### src/rtl/tile_sequencer_if.sv
// Router-side handshake bundle for tile_sequencer.
// master = sequencer, slave = input/weight/output routers and psum array.
interface tile_sequencer_if #(
  parameter int COL_COUNT = 4
);
  logic                 o_ir_en;
  logic                 o_ir_pop_en;
  logic                 i_ir_ready;
  logic                 i_ir_done;
  logic [COL_COUNT-1:0] o_wr_en;
  logic [COL_COUNT-1:0] o_wr_pop_en;
  logic [COL_COUNT-1:0] i_wr_ready;
  logic [COL_COUNT-1:0] i_wr_done;
  logic                 o_psum_out_en;
  logic                 o_array_clear;
  logic                 o_or_en;
  logic                 i_or_done;

  modport master (
    output o_ir_en, o_ir_pop_en,
    output o_wr_en, o_wr_pop_en,
    output o_psum_out_en, o_array_clear, o_or_en,
    input  i_ir_ready, i_ir_done,
    input  i_wr_ready, i_wr_done,
    input  i_or_done
  );

  modport slave (
    input  o_ir_en, o_ir_pop_en,
    input  o_wr_en, o_wr_pop_en,
    input  o_psum_out_en, o_array_clear, o_or_en,
    output i_ir_ready, i_ir_done,
    output i_wr_ready, i_wr_done,
    output i_or_done
  );
endinterface

### src/rtl/tile_sequencer.sv
// Tile sequencer: load, stream, drain, output per tile, then done.
// Define TILE_PERF_CNT_EN to add the o_stall_cycles stall counter.
module tile_sequencer #(
  parameter int ROUTER_COUNT = 8,
  parameter int COL_COUNT    = 4,
  parameter int ADDR_WIDTH   = 8,
  parameter int SPAD_COUNT   = 2,
  localparam int SEL_W =
    (SPAD_COUNT > 1) ? $clog2(SPAD_COUNT) : 1
) (
  input  logic                  i_clk,
  input  logic                  i_nrst,
  input  logic                  i_reg_clear,
  input  logic                  i_write_en,
  input  logic [SEL_W-1:0]      i_spad_select,
  output logic [SPAD_COUNT-1:0] o_spad_write_en,
  input  logic                  i_route_en,
  input  logic [ADDR_WIDTH-1:0] i_tile_count,
  input  logic [ADDR_WIDTH-1:0] i_route_size,
  tile_sequencer_if.master      rtr,
  output logic [ADDR_WIDTH-1:0] o_tile_idx,
  output logic                  o_busy,
  output logic                  o_done
`ifdef TILE_PERF_CNT_EN
  ,
  output logic [31:0]           o_stall_cycles
`endif
);

  localparam int DW = $clog2(ROUTER_COUNT + 1);

  localparam logic [2:0] IDLE   = 3'd0;
  localparam logic [2:0] LOAD   = 3'd1;
  localparam logic [2:0] STREAM = 3'd2;
  localparam logic [2:0] DRAIN  = 3'd3;
  localparam logic [2:0] OUTPUT = 3'd4;
  localparam logic [2:0] NEXT   = 3'd5;
  localparam logic [2:0] DONE   = 3'd6;

  logic [2:0]            state;
  logic [ADDR_WIDTH-1:0] tile_cnt;
  logic [ADDR_WIDTH-1:0] size;
  logic [ADDR_WIDTH-1:0] pop_cnt;
  logic [DW-1:0]         drn_cnt;
  logic                  all_rdy;
  logic                  pop;
  logic                  unused_done;

  always_comb begin
    o_spad_write_en = '0;
    for (int i = 0; i < SPAD_COUNT; i++)
      if (i_spad_select == SEL_W'(i))
        o_spad_write_en[i] = i_write_en;
  end

  // done inputs are status only; they never steer the FSM
  assign unused_done = ^{rtr.i_ir_done, rtr.i_wr_done};

  assign all_rdy = rtr.i_ir_ready & (&rtr.i_wr_ready);
  assign pop     = (state == STREAM) & all_rdy;

  assign rtr.o_ir_en       = (state == LOAD);
  assign rtr.o_wr_en       = {COL_COUNT{state == LOAD}};
  assign rtr.o_ir_pop_en   = pop;
  assign rtr.o_wr_pop_en   = {COL_COUNT{pop}};
  assign rtr.o_psum_out_en = (state == DRAIN);
  assign rtr.o_or_en       = (state == OUTPUT);
  assign rtr.o_array_clear = (state == NEXT);
  assign o_busy            = (state != IDLE);
  assign o_done            = (state == DONE);

  always_ff @(posedge i_clk or negedge i_nrst) begin
    if (!i_nrst) begin
      state      <= IDLE;
      tile_cnt   <= '0;
      size       <= '0;
      pop_cnt    <= '0;
      drn_cnt    <= '0;
      o_tile_idx <= '0;
    end else if (i_reg_clear) begin
      state      <= IDLE;
      pop_cnt    <= '0;
      drn_cnt    <= '0;
      o_tile_idx <= '0;
    end else begin
      unique case (state)
        IDLE: if (i_route_en) begin
          tile_cnt   <= i_tile_count;
          size       <= i_route_size;
          o_tile_idx <= '0;
          pop_cnt    <= '0;
          drn_cnt    <= '0;
          state      <= (i_tile_count == '0) ? DONE : LOAD;
        end
        LOAD: if (all_rdy)
          state <= (size == '0) ? DRAIN : STREAM;
        STREAM: if (all_rdy) begin
          if (pop_cnt == size - 1'b1) begin
            pop_cnt <= '0;
            state   <= DRAIN;
          end else begin
            pop_cnt <= pop_cnt + 1'b1;
          end
        end
        DRAIN: begin
          if (drn_cnt == DW'(ROUTER_COUNT - 1)) begin
            drn_cnt <= '0;
            state   <= OUTPUT;
          end else begin
            drn_cnt <= drn_cnt + 1'b1;
          end
        end
        OUTPUT: if (rtr.i_or_done)
          state <= NEXT;
        NEXT: begin
          if (o_tile_idx == tile_cnt - 1'b1) begin
            state <= DONE;
          end else begin
            o_tile_idx <= o_tile_idx + 1'b1;
            state      <= LOAD;
          end
        end
        DONE:    state <= IDLE;
        default: state <= IDLE;
      endcase
    end
  end

`ifdef TILE_PERF_CNT_EN
  always_ff @(posedge i_clk or negedge i_nrst) begin
    if (!i_nrst)
      o_stall_cycles <= '0;
    else if (i_reg_clear)
      o_stall_cycles <= '0;
    else if (state == IDLE && i_route_en)
      o_stall_cycles <= '0;
    else if (state == STREAM && !all_rdy && o_stall_cycles != '1)
      o_stall_cycles <= o_stall_cycles + 1'b1;
  end
`endif

endmodule

### src/flat_wrapper.sv
// flat-port wrapper written by rule: the top's interface ports become plain ports
module tile_sequencer_flat 
#(
  parameter int ROUTER_COUNT = 8,
  parameter int COL_COUNT    = 4,
  parameter int ADDR_WIDTH   = 8,
  parameter int SPAD_COUNT   = 2,
  localparam int SEL_W =
    (SPAD_COUNT > 1) ? $clog2(SPAD_COUNT) : 1
)
  (i_clk, i_nrst, i_reg_clear, i_write_en, i_spad_select, o_spad_write_en, i_route_en, i_tile_count, i_route_size, o_tile_idx, o_busy, o_done, rtr_o_ir_en, rtr_o_ir_pop_en, rtr_o_wr_en, rtr_o_wr_pop_en, rtr_o_psum_out_en, rtr_o_array_clear, rtr_o_or_en, rtr_i_ir_ready, rtr_i_ir_done, rtr_i_wr_ready, rtr_i_wr_done, rtr_i_or_done);
  tile_sequencer_if #(.COL_COUNT(COL_COUNT)) rtr_i ();
  input  logic i_clk;
  input  logic i_nrst;
  input  logic i_reg_clear;
  input  logic i_write_en;
  input  logic [SEL_W-1:0] i_spad_select;
  output logic [SPAD_COUNT-1:0] o_spad_write_en;
  input  logic i_route_en;
  input  logic [ADDR_WIDTH-1:0] i_tile_count;
  input  logic [ADDR_WIDTH-1:0] i_route_size;
  output logic [ADDR_WIDTH-1:0] o_tile_idx;
  output logic o_busy;
  output logic o_done;
  output wire logic [$bits(rtr_i.o_ir_en)-1:0] rtr_o_ir_en;
  output wire logic [$bits(rtr_i.o_ir_pop_en)-1:0] rtr_o_ir_pop_en;
  output wire logic [$bits(rtr_i.o_wr_en)-1:0] rtr_o_wr_en;
  output wire logic [$bits(rtr_i.o_wr_pop_en)-1:0] rtr_o_wr_pop_en;
  output wire logic [$bits(rtr_i.o_psum_out_en)-1:0] rtr_o_psum_out_en;
  output wire logic [$bits(rtr_i.o_array_clear)-1:0] rtr_o_array_clear;
  output wire logic [$bits(rtr_i.o_or_en)-1:0] rtr_o_or_en;
  input wire logic [$bits(rtr_i.i_ir_ready)-1:0] rtr_i_ir_ready;
  input wire logic [$bits(rtr_i.i_ir_done)-1:0] rtr_i_ir_done;
  input wire logic [$bits(rtr_i.i_wr_ready)-1:0] rtr_i_wr_ready;
  input wire logic [$bits(rtr_i.i_wr_done)-1:0] rtr_i_wr_done;
  input wire logic [$bits(rtr_i.i_or_done)-1:0] rtr_i_or_done;
  assign rtr_o_ir_en = rtr_i.o_ir_en;
  assign rtr_o_ir_pop_en = rtr_i.o_ir_pop_en;
  assign rtr_o_wr_en = rtr_i.o_wr_en;
  assign rtr_o_wr_pop_en = rtr_i.o_wr_pop_en;
  assign rtr_o_psum_out_en = rtr_i.o_psum_out_en;
  assign rtr_o_array_clear = rtr_i.o_array_clear;
  assign rtr_o_or_en = rtr_i.o_or_en;
  assign rtr_i.i_ir_ready = rtr_i_ir_ready;
  assign rtr_i.i_ir_done = rtr_i_ir_done;
  assign rtr_i.i_wr_ready = rtr_i_wr_ready;
  assign rtr_i.i_wr_done = rtr_i_wr_done;
  assign rtr_i.i_or_done = rtr_i_or_done;
  tile_sequencer #(.ROUTER_COUNT(ROUTER_COUNT), .COL_COUNT(COL_COUNT), .ADDR_WIDTH(ADDR_WIDTH), .SPAD_COUNT(SPAD_COUNT)) u_core (.i_clk(i_clk), .i_nrst(i_nrst), .i_reg_clear(i_reg_clear), .i_write_en(i_write_en), .i_spad_select(i_spad_select), .o_spad_write_en(o_spad_write_en), .i_route_en(i_route_en), .i_tile_count(i_tile_count), .i_route_size(i_route_size), .rtr(rtr_i), .o_tile_idx(o_tile_idx), .o_busy(o_busy), .o_done(o_done));
endmodule
### config.mk
export PLATFORM = sky130hd
export DESIGN_NAME = tile_sequencer_flat
export DESIGN_NICKNAME = d
export VERILOG_FILES = /design/src/rtl/tile_sequencer_if.sv /design/src/rtl/tile_sequencer.sv /design/src/flat_wrapper.sv
export SDC_FILE = /design/constraint.sdc
export NUM_CORES = 1
export LEC_CHECK = 0
export ABC_AREA = 1
export CAP_MARGIN = 20
export CORE_UTILIZATION = 47
export DETAILED_ROUTE_END_ITERATION = 8
export MAX_ROUTING_LAYER = met4
export PLACE_DENSITY = 0.74
export SLEW_MARGIN = 10
export SYNTH_ARGS = -nofsm -noshare
export SYNTH_HDL_FRONTEND = slang
export SYNTH_SLANG_ARGS = --single-unit
### constraint.sdc
create_clock -name i_clk -period 1.82 [get_ports i_clk]
set_input_delay 0.364 -clock i_clk [delete_from_list [all_inputs] [get_ports i_clk]]
set_output_delay 0.364 -clock i_clk [all_outputs]
set_load 0.01 [all_outputs]
# [Yosys cells after proc, flatten, opt, wreduce, memory -nomap -nowiden]
# Index checks and enable logic that the tools add are counted.
[totals] register_bits=39 inputBits=33 output_inout_bits=25 elab_cells=68
[op_classes] add_sub_neg=5 eq_ne=16 n_mux=25 n_bitwise=3 n_reduce_logical=13
[op_table] cell="8-bit two-way mux" count=6
[op_table] cell="8-bit case mux with 2 select lines" count=2
[op_table] cell="3-bit two-way mux" count=9
[op_table] cell="3-bit case mux with 6 select lines" count=1
[op_table] cell="8-bit by 1-bit adder with 8-bit output (second input constant)" count=2
[op_table] cell="8-bit == test" count=2
[op_table] cell="8-bit zero test" count=2
[op_table] cell="8-bit by 1-bit subtractor with 8-bit output (second input constant)" count=2
[op_table] cell="4-bit two-way mux" count=3
[op_table] cell="3-bit by 2-bit inequality test with 1-bit output (second input constant)" count=4
[op_table] cell="3-bit nonzero test" count=4
[op_table] cell="3-bit == test (second input constant)" count=3
[op_table] cell="3-bit inequality test (second input constant)" count=3
[op_table] cell="3-bit AND reduction" count=3
[op_table] cell="4-bit case mux with 2 select lines" count=1
[op_table] cell="3-bit by 2-bit == test with 1-bit output (second input constant)" count=2
[op_table] cell="6-bit AND reduction" count=1
[op_table] cell="4-bit by 1-bit adder with 4-bit output (second input constant)" count=1
[op_table] cell="4-bit by 3-bit == test with 1-bit output (second input constant)" count=1
[op_table] cell="4-bit AND reduction" count=1
[op_table] cell="3-bit by 1-bit == test with 1-bit output (second input constant)" count=1
[op_table] cell="3-bit zero test" count=1
[op_table] cell="1-bit two-way mux" count=3
[op_table] cell="1-bit AND" count=2
[op_table] cell="other kinds (2)" count=2

# [Longest topological paths before layout]
# Gate-level depths: netlist (run 1).
[depth] word_depth=6 mapped_depth=16 depth_no_buf=15

# [Least setup slack after synthesis (run 1)]
# No wires, ideal clock.
[synth_path] path_kind="register to register" startpoint="register u_core.tile_cnt[0]" endpoint="register u_core.o_tile_idx[3]" setup_time_ns=0.120 arrival_time_ns=1.692 required_time_ns=1.700 setup_slack_ns=0.008 stages_incl_launch_ff=17 path_buffers=1 cell_sequence="dfrtp_1 > inv_1 > ha_1 > inv_1 > nand2_1 > nand2_1 > nor2_1 > nand2_1 > nor2_1 > nand2_1 > nor2_2 > nand2_2 > nand2_4 > nand2_4 > buf_6 > nand2_1 > o21ai_2"
[synth_between] elab_chain_len=4
[synth_lines] element="start: declaration" line_no="tile_sequencer.sv:41" source="logic [ADDR_WIDTH-1:0] tile_cnt;"
[synth_lines] element="start signal: assignment" line_no="tile_sequencer.sv:88" source="tile_cnt <= i_tile_count;"
[synth_lines] element="8-bit by 1-bit subtractor with 8-bit output" line_no="tile_sequencer.sv:116" source="if (o_tile_idx == tile_cnt - 1'b1) begin"
[synth_lines] element="8-bit == test" line_no="tile_sequencer.sv:116"
[synth_lines] element="3-bit inequality test (no source line)"
[synth_lines] element="3-bit AND reduction (no source line)"
[synth_lines] element="end signal: assignment" line_no="tile_sequencer.sv:119" source="o_tile_idx <= o_tile_idx + 1'b1;"
[synth_lines] element="end: declaration" line_no="tile_sequencer.sv:21" source="output logic [ADDR_WIDTH-1:0] o_tile_idx,"
# No other way between the ends.
# A chain may end at the register's enable or synchronous reset.

# [Final worst setup path (run 1)]
[layout_path] startpoint="register u_core.tile_cnt[1]" endpoint="register u_core.o_tile_idx[0]"
# Same word-level chain as after synthesis.

==> results.txt, run 1 <==
The die width came out at 79.2 um. The layout cell share with drive strength beyond 1 is 29.6%. The region available for standard cell placement spans 5640 um2. The final reports fail on setup timing. The number of antenna violations at the first check in global routing is 0. The fraction of synthesis flops using an asynchronous set or reset pin is 100%.

Dividing the detail-routed wire length by the instance count gives 12.9 um. The run finished, with violations left. The power density over cell area is 1250 nW/um2.

The most instantiated flip-flop cell in the synthesis netlist is sky130_fd_sc_hd__dfrtp_1. In this run the worst hold path is classified as in -> async. In the synthesized netlist, the number of instances is 391.

The measured slew at the worst slew-check pin is 524 ps. The maximum level of the CTS H-tree came out at 2. On the critical path, the stage with the largest delay is an instance of sky130_fd_sc_hd__dfrtp_1. The via count of the first global-routing pass came out at 2,707. The delay of the slowest cell on the worst path came out at 400 ps.

The arrival time at the worst endpoint came out at 2070 ps. The minimum hold slack is 121 ps. Walking the worst path, the cells encountered are inv_2, ha_4, inv_1, nand2_1, nand2_1, nand2_1, nand3_1, nor2_1, nand2_1, nor2_2, nand2_2, nand2_4, nand2_8, nor2_2, nor2_1.

After floorplanning, the core was divided into 27 placement rows. The area enclosed by the die boundary came out at 6280 um2. The HPWL after detailed placement came out at 5.17 mm. The maximum count of clock buffers along a single path came out at 2. The post-detailed-placement cell area came out at 3620 um2. After detailed routing, the number of remaining DRC violations is 0. The count of distinct cell types in the synthesized netlist is 39. Setup repair after global routing could not meet its margin everywhere.

The static power due to leakage came out at 1.87 nW. The worst setup path is launched from a flip-flop. The total number of nets in the final design came out at 520. STA classifies the critical path endpoint as a flip-flop.

The shortest period the worst path allows came out at 1890 ps. The final standard cell utilization of the core came out at 68.6%. The remaining antenna violation count after routing is 0. The wire length of the first global-routing pass came out at 11.7 mm. The clock latency of the later-clocked register in the worst-skew pair came out at 300 ps. The post-route standard cell area excluding fillers came out at 3870 um2.

The top cell types in the final layout, fill and taps aside, are sky130_fd_sc_hd__nand2_1 (83), sky130_fd_sc_hd__inv_1 (44), sky130_fd_sc_hd__buf_4 (42). The pin count of the biggest net entering global routing is 40. TritonCTS built the clock tree. The worst setup slack after layout is -69.0 ps. The cell sitting at the root of the clock tree is a sky130_fd_sc_hd__clkbuf_8.

The cell area after synthesis is 2800 um2. In this design, the critical path's most frequently occurring cell is sky130_fd_sc_hd__nand2_1. The number of hold buffers added after CTS came out at 0. The final weighted congestion of routability-driven global placement came out at 0.824. The CTS clock-pin slew for the worst setup and hold paths came out at 80 ps. The number of endpoints with negative hold slack in the final report is 0. The start-to-end type of the worst setup path is reg -> reg. Setup violations remaining at the end of the flow were counted as 9. The sequential area share after synthesis is 34.8%. The number of clock sinks seen by CTS came out at 39. The library cell used most frequently in the layout, excluding fill and tap cells, is sky130_fd_sc_hd__nand2_1. The vertical die dimension is 79.2 um. Using the TritonRoute via totals, the vias-per-cell ratio works out to 5.08. For this design the top-level I/O count stands at 58.

The upper clock frequency limit is 0.529 GHz. The final wirelength came out at 7.17 mm. Global routing consumed, over all layers together, 24.5% of the routing resources. The largest fanout on the critical path came out at 7. The number of synthesis warnings is 0. The number of antenna repair diodes came out at 0.

The signed area change from the synthesized netlist to the final layout is 38.0%. The initial core utilization came out at 49.7%. In this run, synthesis inferred 0 flip-flops with an integrated enable. The number of vias in the routed layout is 2,819. In this run, synthesis produced a sequential element count of 39. The tool flagged a number of max-cap violations equal to 0. The first detailed-routing pass ran for 4 iterations. In this run the tightest slew margin relative to its limit is 65.1%. The number of buffers added on ports came out at 52. The global route total overflow came out at 0. STA puts the critical path data required time at 2010 ps. The number of nets handed over by synthesis was 429. The post-route clock period utilization came out at 104%. IR analysis of the VDD net gives a maximum drop of 945 uV.

The worst clock skew came out at 9.58 ps. After the first detailed-routing iteration, the DRC count stood at 101. The number of max-slew violations in the final report is 0. After layout, the design draws a total of 4.83 mW. The number of CTS-inserted buffers is 5. Dividing the synthesized area by the synthesized cell count gives 7.17 um2.
-- cells in the mapped netlist, types with 2 or more instances --
library cell | instances | area share (%)
sky130_fd_sc_hd__a21oi_1 | 10 | 1.8
sky130_fd_sc_hd__buf_4 | 8 | 2.1
sky130_fd_sc_hd__nor2_2 | 6 | 1.3
sky130_fd_sc_hd__nor3_4 | 2 | 1.2
sky130_fd_sc_hd__nand2_4 | 4 | 1.6
sky130_fd_sc_hd__nand2_2 | 6 | 1.3
sky130_fd_sc_hd__nand4_1 | 5 | 1.1
sky130_fd_sc_hd__dfrtp_1 | 39 | 35
sky130_fd_sc_hd__and3_1 | 4 | 0.89
sky130_fd_sc_hd__nor4_1 | 2 | 0.45
sky130_fd_sc_hd__xnor2_1 | 5 | 1.6
sky130_fd_sc_hd__nand2_1 | 95 | 13
sky130_fd_sc_hd__xor2_1 | 10 | 3.1
sky130_fd_sc_hd__o21ai_0 | 17 | 3.0
sky130_fd_sc_hd__inv_2 | 10 | 1.3
sky130_fd_sc_hd__nand3_2 | 2 | 0.71
sky130_fd_sc_hd__mux2_2 | 3 | 1.2
sky130_fd_sc_hd__ha_1 | 5 | 2.2
sky130_fd_sc_hd__nand3_1 | 35 | 6.3
sky130_fd_sc_hd__buf_2 | 3 | 0.54
sky130_fd_sc_hd__inv_1 | 51 | 6.8
sky130_fd_sc_hd__nor3_2 | 2 | 0.71
sky130_fd_sc_hd__nor2_1 | 36 | 4.8
sky130_fd_sc_hd__nor3_1 | 8 | 1.4
sky130_fd_sc_hd__o21ai_2 | 8 | 2.5
sky130_fd_sc_hd__o21ai_1 | 2 | 0.36
-- through the flow --
step,instances,setup WS (ps),setup TNS (ps)
2_1_floorplan,391,7.73,0
3_3_place_gp,542,-333,-3370
3_5_place_dp,542,-399,-4400
4_1_cts,555,-61.5,-226
5_1_grt,555,-208,-2350
6_report,555,-69.0,-278
-- flip-flops by register name, summed over array words and instances (netlist names) --
signal,cells
u_core.o_tile_idx,8
u_core.drn_cnt,4
u_core.state,3
u_core.pop_cnt,8
u_core.tile_cnt,8
u_core.size,8
-- cells by family (layout without fill, tap and decap cells) --
kind of cell	count (synthesis)	count (layout)	share of synthesized area, %
AND/OR/NAND/NOR	213	214	36.7
buffers and inverters	75	166	11.5
AO/OA/AOI/OAI	41	41	8.80
flip-flops	39	39	34.8
XOR/XNOR	15	15	4.69
adder cells (fa/ha/maj)	5	5	2.23
multiplexers	3	3	1.21
-- worst max-delay path, delay by kind of cell, from the launching register on --
| family | cells | cell delay (ps) |
|---|---|---|
| buffers and inverters | 2 | 130 |
| DFF | 1 | 400 |
| and+or+nand+nor | 12 | 1090 |
| adders and majority gates | 1 | 150 |
-- final timing paths --
path | start | endpoint | slack, ps | cells past startpoint
setup / recovery | u_core.tile_cnt[1] | u_core.o_tile_idx[0] | -70 | 15
hold / removal | i_nrst | u_core.drn_cnt[2] | 120 | 2
setup reg to reg | u_core.tile_cnt[1] | u_core.o_tile_idx[0] | -70 | 15
hold reg to reg | u_core.drn_cnt[1] | u_core.drn_cnt[1] | 540 | 1
max in group asynchronous | i_nrst | u_core.state[1] | 1320 | 2
min in group i_clk | u_core.drn_cnt[1] | u_core.drn_cnt[1] | 540 | 1
-- cell type report --
class / instances / area, um2
Timing Repair Buffer: 96 / 810
Clock buffer: 5 / 68.8
Fill cell: 479 / 1770
Sequential cell: 39 / 978
Multi-Input combinational cell: 278 / 1650
Inverter: 62 / 233
Tap cell: 72 / 90.1
Clock inverter: 3 / 43.8
-- report_power, final --
part / switching (mW) / internal [mW] / total (mW) / leakage (nW)
Sequential: 0.287 / 1.09 / 1.37 / 0.504
Clock: 0.324 / 0.408 / 0.732 / 0.0581
Combinational: 1.51 / 1.22 / 2.73 / 1.31
-- layer usage --
metal / part of all wire [%] / track usage (%) / up-vias
met2: 54 / 46.4 / 46
met5: 0 / - / -
li1: - / - / 1421
met3: 2.6 / 4.14 / 17
met1: 41 / 25.7 / 1335
met4: 2.1 / 7.27 / 0
-- timing repair --
| action | CTS | global route |
|---|---|---|
| cloned | 1 | 0 |
| endpoints found under the setup margin | 34 | 20 |
| resized for setup | 60 | 20 |
| buffers inserted | 4 | 1 |
| pin swaps | 15 | 11 |
No activity file was read; power rests on OpenSTA's default activity.
==> inputs of run 2 (changes only) <==
--- a/config.mk
+++ b/config.mk
@@ -9,9 +9,9 @@
 export CAP_MARGIN = 20
 export CORE_UTILIZATION = 47
 export DETAILED_ROUTE_END_ITERATION = 8
+export GPL_TIMING_DRIVEN = 0
 export MAX_ROUTING_LAYER = met4
 export PLACE_DENSITY = 0.74
-export SLEW_MARGIN = 10
 export SYNTH_ARGS = -nofsm -noshare
 export SYNTH_HDL_FRONTEND = slang
 export SYNTH_SLANG_ARGS = --single-unit
==> run 2 against run 1 <==
Net effect:
- the run still ends with setup timing left
- largest cell class unchanged
- non-clock buffer count decreased by 1
- worst hold slack improved by 61 ps
- power increased by 0.82%
- clock skew decreased by 2.8 ps
- wire length increased by 7.0%
- critical path type unchanged
- sequential cell count unchanged
- via count increased by 1.6%
- global-route usage increased by 0.88 points
- worst setup slack got worse by 67 ps
- first-iteration DRC count increased by 80%
==> results.txt, run 2 (synthesis gave the netlist of run 1 again) <==
The total number of placement rows is 27. The routed length per placed instance came out at 13.9 um. The number of hold buffers added after CTS came out at 0.

The total of max-cap violations came out at 0. The count of cells along the worst register-to-register path came out at 16. The maximum count of clock buffers along a single path is 2.

The CTS clock-pin slew for the worst setup and hold paths is 80 ps. In the layout the commonest cells are sky130_fd_sc_hd__nand2_1 (79), sky130_fd_sc_hd__inv_1 (43), sky130_fd_sc_hd__dfrtp_1 (36). The flow ran to the end, but the final reports show violations.

The core area is 5640 um2. The origin of the critical flop-to-flop path is u_core.tile_cnt[1]. The maximum resistive drop on vdd is 654 uV. The signed area change from the synthesized netlist to the final layout came out at 41.4%. 58 I/O pins were placed.

Clock tree synthesis selected as its root buffer the cell sky130_fd_sc_hd__clkbuf_8. The pin count of the biggest net entering global routing came out at 40. Power spread over the standard cell area amounts to 1230 nW/um2. The post-route clock period utilization came out at 107%. From left edge to right edge, the die measures 79.2 um. The via count of the first global-routing pass is 2,783. The layout cell share with drive strength beyond 1 came out at 31.4%. The final wirelength is 7.67 mm. The area enclosed by the die boundary came out at 6280 um2.

The global route total overflow came out at 0. STA classifies the critical path endpoint as a flip-flop. The vertical die dimension came out at 79.2 um.

Leaving out fill and tap cells, the most frequent cell in the layout is sky130_fd_sc_hd__nand2_1. The number of detailed-routing iterations run before antenna repair came out at 4. The post-route DRC violation count is 0.

The worst setup slack after layout came out at -136 ps. TritonCTS built the clock tree. The number of max-slew violations in the final report was 0. For this design the static power due to leakage is 1.89 nW. The initial DRC count is 182. The number of antenna violations at the first check in global routing came out at 0. The checks that failed: setup timing.

The final total power is 4.87 mW. The slack of the worst reg-to-reg path is -140 ps. The first global-routing pass estimated 12.2 mm of wire. The later pin in the worst-skew pair is clocked with a latency of 290 ps. The number of inserted filler cells in the final layout came out at 435. The HPWL after detailed placement came out at 5.04 mm. The arrival time at the worst endpoint came out at 2140 ps. Adding up every negative setup slack in the final design gives -1050 ps.

The number of CTS-inserted buffers is 5. The relative max-transition margin is 41.8%. The measured slew at the worst slew-check pin is 873 ps. The number of vias in the routed layout is 2,864. The start-to-end type of the worst setup path is reg -> reg. The remaining antenna violation count after routing is 0. The worst register-to-register path ends at u_core.o_tile_idx[3]. Data on the critical path is required at its endpoint by 2010 ps. The maximum level of the CTS H-tree is 2. The number of buffers added on ports is 51. The number of antenna repair diodes is 0.

The post-route standard cell area excluding fillers came out at 3960 um2. The upper clock frequency limit is 0.511 GHz. After detailed placement, the total cell area comes to 3400 um2. The shortest period the worst path allows is 1960 ps. The setup violation total in the final timing report came out at 13. The initial core utilization is 49.7%. The overall global routing resource usage is 25.4%. The number of endpoints with negative hold slack in the final report was 0. STA classifies the critical path startpoint as a flip-flop. The class of the tightest hold or removal check is in -> async. At the end of the flow, the number of nets in the layout was 518.

The number of clock sinks seen by CTS is 39. The congestion estimate from routability-driven global placement came to 0.861. Setup repair after global routing could not meet its margin everywhere. For the final database, setup skew stands at 6.74 ps. The mean number of vias per cell came out at 5.18. Along the worst path, the maximum fanout reaches 5.
run 2: critical path, cell delays in order, from the launching register on:
cell                      delay, ps
sky130_fd_sc_hd__dfrtp_1        380
sky130_fd_sc_hd__inv_2           60
sky130_fd_sc_hd__ha_4           270
sky130_fd_sc_hd__inv_2           30
sky130_fd_sc_hd__nand2_1         40
sky130_fd_sc_hd__nand2_1         40
sky130_fd_sc_hd__nor2_1         100
sky130_fd_sc_hd__nand2_1         50
sky130_fd_sc_hd__nor2_1         100
sky130_fd_sc_hd__nand2_1         80
sky130_fd_sc_hd__nor2_2         140
sky130_fd_sc_hd__nand2_2        110
sky130_fd_sc_hd__nand2_4        120
sky130_fd_sc_hd__nand2_8         80
sky130_fd_sc_hd__buf_8          150
sky130_fd_sc_hd__nand2_2         60
sky130_fd_sc_hd__o21ai_2         50
run 2: layout make-up:
cell class | count | area, um2 | share of cell area [%]
multi-input cells | 277 | 1690 | 42.8
flip-flops and latches | 39 | 980 | 24.7
repair buffers | 82 | 769 | 19.4
inverters | 62 | 243 | 6.13
plain buffers | 13 | 105 | 2.65
well taps | 72 | 90.1 | 2.27
clock buffers | 7 | 76.3 | 1.93
clock inverters | 1 | 5.00 | 0.126
run 2: how the worst max path moves through the flow:
stage	from	to	slack [ps]	depth (start not counted)
floorplan	u_core.tile_cnt[0]	u_core.o_tile_idx[3]	8	16
global placement	i_nrst	u_core.drn_cnt[1]	-600	1
detailed placement	rtr_i_wr_ready[0]	rtr_o_wr_pop_en[3]	-610	7
CTS	rtr_i_wr_ready[2]	rtr_o_wr_pop_en[3]	-160	6
global route	u_core.tile_cnt[1]	u_core.o_tile_idx[0]	-280	12
finish	u_core.tile_cnt[1]	u_core.o_tile_idx[3]	-140	16
run 2: through the flow:
step / std cells / setup slack [ps] / hold slack (ps) / utilization, %
finish: 553 / -136 / 182 / 70.2
global route: 553 / -278 / 261 / 70.2
CTS: 542 / -163 / 218 / 66.4
detailed placement: 514 / -610 / 515 / 60.2
global placement: 514 / -604 / 501 / 60.3
floorplan: 391 / 7.73 / 68.4 / -
run 2: layer usage:
layer,global-route usage [%],vias up,share of wire [%],wire length [um]
met4,7.82,0,1.2,94
met5,-,-,0,0
met2,44.5,56,52,4010
li1,-,1416,-,-
met1,30.0,1380,44,3350
met3,3.68,12,2.8,215
run 2: what timing repair did:
| item | 4_1_cts | 5_1_grt |
|---|---|---|
| resized for setup | 71 | 56 |
| pin swaps | 14 | 24 |
| cloned | 1 | 0 |
| setup endpoints to repair | 36 | 31 |
| buffers inserted | 19 | 14 |
run 2: power breakdown:
group | internal, mW | switching (mW) | total, mW
registers | 1.09 | 0.298 | 1.39
clock network | 0.270 | 0.315 | 0.585
logic | 1.29 | 1.61 | 2.90
total | 2.65 | 2.22 | 4.87
==> inputs of run 3 (changes only) <==
--- a/config.mk
+++ b/config.mk
@@ -7,11 +7,13 @@
 export LEC_CHECK = 0
 export ABC_AREA = 1
 export CAP_MARGIN = 20
-export CORE_UTILIZATION = 47
+export CORE_UTILIZATION = 48
+export CTS_BUF_LIST = sky130_fd_sc_hd__clkbuf_4 sky130_fd_sc_hd__clkbuf_8
 export DETAILED_ROUTE_END_ITERATION = 8
 export GPL_TIMING_DRIVEN = 0
 export MAX_ROUTING_LAYER = met4
-export PLACE_DENSITY = 0.74
+export PLACE_DENSITY = 0.76
+export SETUP_SLACK_MARGIN = 0.02
 export SYNTH_ARGS = -nofsm -noshare
 export SYNTH_HDL_FRONTEND = slang
 export SYNTH_SLANG_ARGS = --single-unit
==> run 3 against run 2 <==
Net effect:
- the flow still finishes with violations (setup timing)
- clock skew rose by 9.8 ps
- register-to-register slack barely moved
- die area fell by 2.0%
- worst hold slack improved by 6.4 ps
- clock power rose by 2%
- utilization rose by 2.0 points
- critical path type unchanged
- largest power group unchanged
==> results.txt, run 3 (synthesis gave the netlist of run 1 again) <==
The clock latency of the later-clocked register in the worst-skew pair is 300 ps. After clock tree synthesis, the clock-pin slew on the worst setup and hold paths is 70 ps. The post-route DRC violation count came out at 0. Measured along the x axis, the die boundary spans 78.4 um.

The core region is 5570 um2. The placement-stage worst setup slack came out at -571 ps. Across all register-to-register paths, the minimum setup slack is -140 ps. The total number of placement rows is 27.

The first global-routing pass estimated 12.4 mm of wire. The kind of cell with the highest combined delay along the critical path is simple AND/OR/NAND/NOR gates. The worst setup path is launched from a flip-flop. The power share of the sequential group came out at 27.6%. The number of hold buffers added after CTS is 0. The net count of the finished layout is 522. The initial core utilization came out at 50.3%. The number of clock sinks seen by CTS came out at 39.

The initial DRC count is 233. The maximum resistive drop on vdd came out at 736 uV. The number of antenna repair diodes came out at 0. The vertical die dimension came out at 78.4 um. For this run the aggregate overflow at the end of global routing stands at 0.

Setup repair after global routing could not meet its margin everywhere. The pin count of the biggest net entering global routing is 40. Fill cells in the final layout number 420. The library cell used most frequently in the layout, excluding fill and tap cells, is sky130_fd_sc_hd__nand2_1. The remaining antenna violation count after routing came out at 0. The minimum hold slack is 188 ps. CTS placed an instance of sky130_fd_sc_hd__clkbuf_8 at the clock tree root.

In this run the critical register-to-register path is launched from u_core.tile_cnt[1]. The signed area change from the synthesized netlist to the final layout is 43.6%. The kind of end point of the critical path is a flip-flop. The upper clock frequency limit came out at 0.509 GHz. For this design, the slowest cell found on the critical path is sky130_fd_sc_hd__dfrtp_1. Along the worst path, the maximum fanout reaches 4. The via count of the first global-routing pass came out at 2,822. The post-route netlist has 32.4% of its cells at a drive strength greater than 1. The post-route clock period utilization is 108%. The number of endpoints with negative hold slack in the final report is 0.

After detailed routing, the average wire length per cell comes to 14.0 um. The shortest period the worst path allows is 1960 ps. The final weighted congestion of routability-driven global placement came out at 0.833. Once layout is done, the placed cells without fillers occupy 4020 um2.

For this run, the detailed router's first-pass iteration total came to 5. In this run the number of H-tree levels came out at 2. STA puts the critical path data required time at 2000 ps.

The HPWL after detailed placement is 5.03 mm. The combinational group share of total power came out at 60.6%. The signal on the critical path passes through inv_2, ha_4, nand2_2, nor2_2, nand2_1, nand2_1, nand3_1, nand2_1, nor2_1, nand2_2, nand2_4, nand2_8, buf_6, nor2_2, nor2_1. The worst setup slack after layout is -144 ps. The mean number of vias per cell is 5.34. Counting stages on the worst path, the most repeated cell is sky130_fd_sc_hd__nand2_1.

The switching power of the nets is 2.25 mW. Summing all placed instances gives a cell area of 3400 um2. The measured slew at the worst slew-check pin is 904 ps.

The clock group share of total power came out at 11.8%. The setup violation total in the final timing report is 16. The area enclosed by the die boundary is 6150 um2. The number of antenna violations at the first check in global routing is 0. The worst register-to-register path ends at u_core.o_tile_idx[0].

The maximum count of clock buffers along a single path is 2. The final standard cell utilization of the core is 72.2%. The critical path buffer and inverter count came out at 2. Summed over all layers, the routed wires come to 7.80 mm.

The number of buffers added on ports came out at 51. The worst clock skew is 16.5 ps. The final reports fail on setup timing. The static power due to leakage came out at 1.91 nW. The overall global routing resource usage came out at 26.2%. In this run the worst hold path is classified as in -> async.

The switching share of power came out at 44.6%. The critical path is of the reg -> reg type. The top cell types in the final layout, fill and taps aside, are sky130_fd_sc_hd__nand2_1 (81), sky130_fd_sc_hd__inv_1 (43), sky130_fd_sc_hd__dfrtp_1 (36). The number of cells after detailed placement came out at 514. The number of max-slew violations in the final report was 0. In the final layout, the multi-input gates occupy 1690 um2. The sequential cells in the finished layout cover a total of 980 um2. The worst register-to-register path has a depth of 15.

The power density over cell area is 1250 nW/um2. The internal power is 2.79 mW. The number of CTS-inserted buffers came out at 5. In this design, the stage delay of the slowest critical-path cell is 390 ps. The number of standard cells in the final layout excluding fillers is 556.

The relative max-transition margin is 39.8%. The number of vias in the routed layout came out at 2,969. The number of top-level design ports came out at 58. The arrival time at the worst endpoint came out at 2150 ps. The total of max-cap violations is 0. The run finished, with violations left. TritonCTS built the clock tree.
run 3: per-layer routing:
layer	share of wire [%]	vias up	global-route usage, %
li1	-	1429	-
met5	0	-	-
met2	53	102	47.0
met4	3.4	0	8.33
met1	39	1408	29.5
met3	4.8	30	4.53
run 3: worst max path at each step:
| stage | from | to | cells after the start |
|---|---|---|---|
| 2_1_floorplan | u_core.tile_cnt[0] | u_core.o_tile_idx[3] | 15 |
| 5_1_grt | u_core.tile_cnt[1] | u_core.o_tile_idx[0] | 15 |
| 3_3_place_gp | i_nrst | u_core.size[7] | 1 |
| 4_1_cts | u_core.tile_cnt[1] | u_core.o_tile_idx[0] | 16 |
| 6_report | u_core.tile_cnt[1] | u_core.o_tile_idx[0] | 15 |
| 3_5_place_dp | rtr_i_wr_ready[0] | rtr_o_wr_pop_en[0] | 7 |
run 3: final cells by class:
| cell class | count | share of cell area [%] |
|---|---|---|
| flip-flops and latches | 39 | 24.3 |
| well taps | 72 | 2.24 |
| plain buffers | 13 | 2.99 |
| repair buffers | 86 | 20.2 |
| inverters | 62 | 5.91 |
| clock buffers | 6 | 2.05 |
| multi-input cells | 277 | 42.1 |
| clock inverters | 1 | 0.124 |
run 3: timing repair:
| item | in CTS | in global routing |
|---|---|---|
| setup endpoints to repair | 36 | 32 |
| setup buffers | 29 | 7 |
| pin swaps | 21 | 15 |
| cloned | 1 | 0 |
| resized for setup | 85 | 54 |
run 3: through the flow:
stage / setup TNS (ps) / power, mW
floorplan: 0 / 2.93
CTS: -936 / 4.61
finish: -1260 / 5.03
detailed placement: -6470 / 3.56
global route: -3460 / 5.41
global placement: -28420 / 3.50
run 3: power groups by stage:
stage	logic, mW	registers [mW]	clock network, mW
6_report	3.05	1.39	0.594
5_1_grt	3.34	1.42	0.651
4_1_cts	2.63	1.37	0.609
3_5_place_dp	2.18	1.38	0
3_3_place_gp	2.11	1.38	0
2_1_floorplan	1.61	1.32	0
run 3: worst reg2reg max path: stages, from the launching register on:
cell	delay (ps)
sky130_fd_sc_hd__dfrtp_1	390
sky130_fd_sc_hd__inv_2	60
sky130_fd_sc_hd__ha_4	170
sky130_fd_sc_hd__nand2_2	80
sky130_fd_sc_hd__nor2_2	50
sky130_fd_sc_hd__nand2_1	90
sky130_fd_sc_hd__nand2_1	50
sky130_fd_sc_hd__nand3_1	70
sky130_fd_sc_hd__nand2_1	60
sky130_fd_sc_hd__nor2_1	260
sky130_fd_sc_hd__nand2_2	140
sky130_fd_sc_hd__nand2_4	110
sky130_fd_sc_hd__nand2_8	80
sky130_fd_sc_hd__buf_6	130
sky130_fd_sc_hd__nor2_2	70
sky130_fd_sc_hd__nor2_1	50
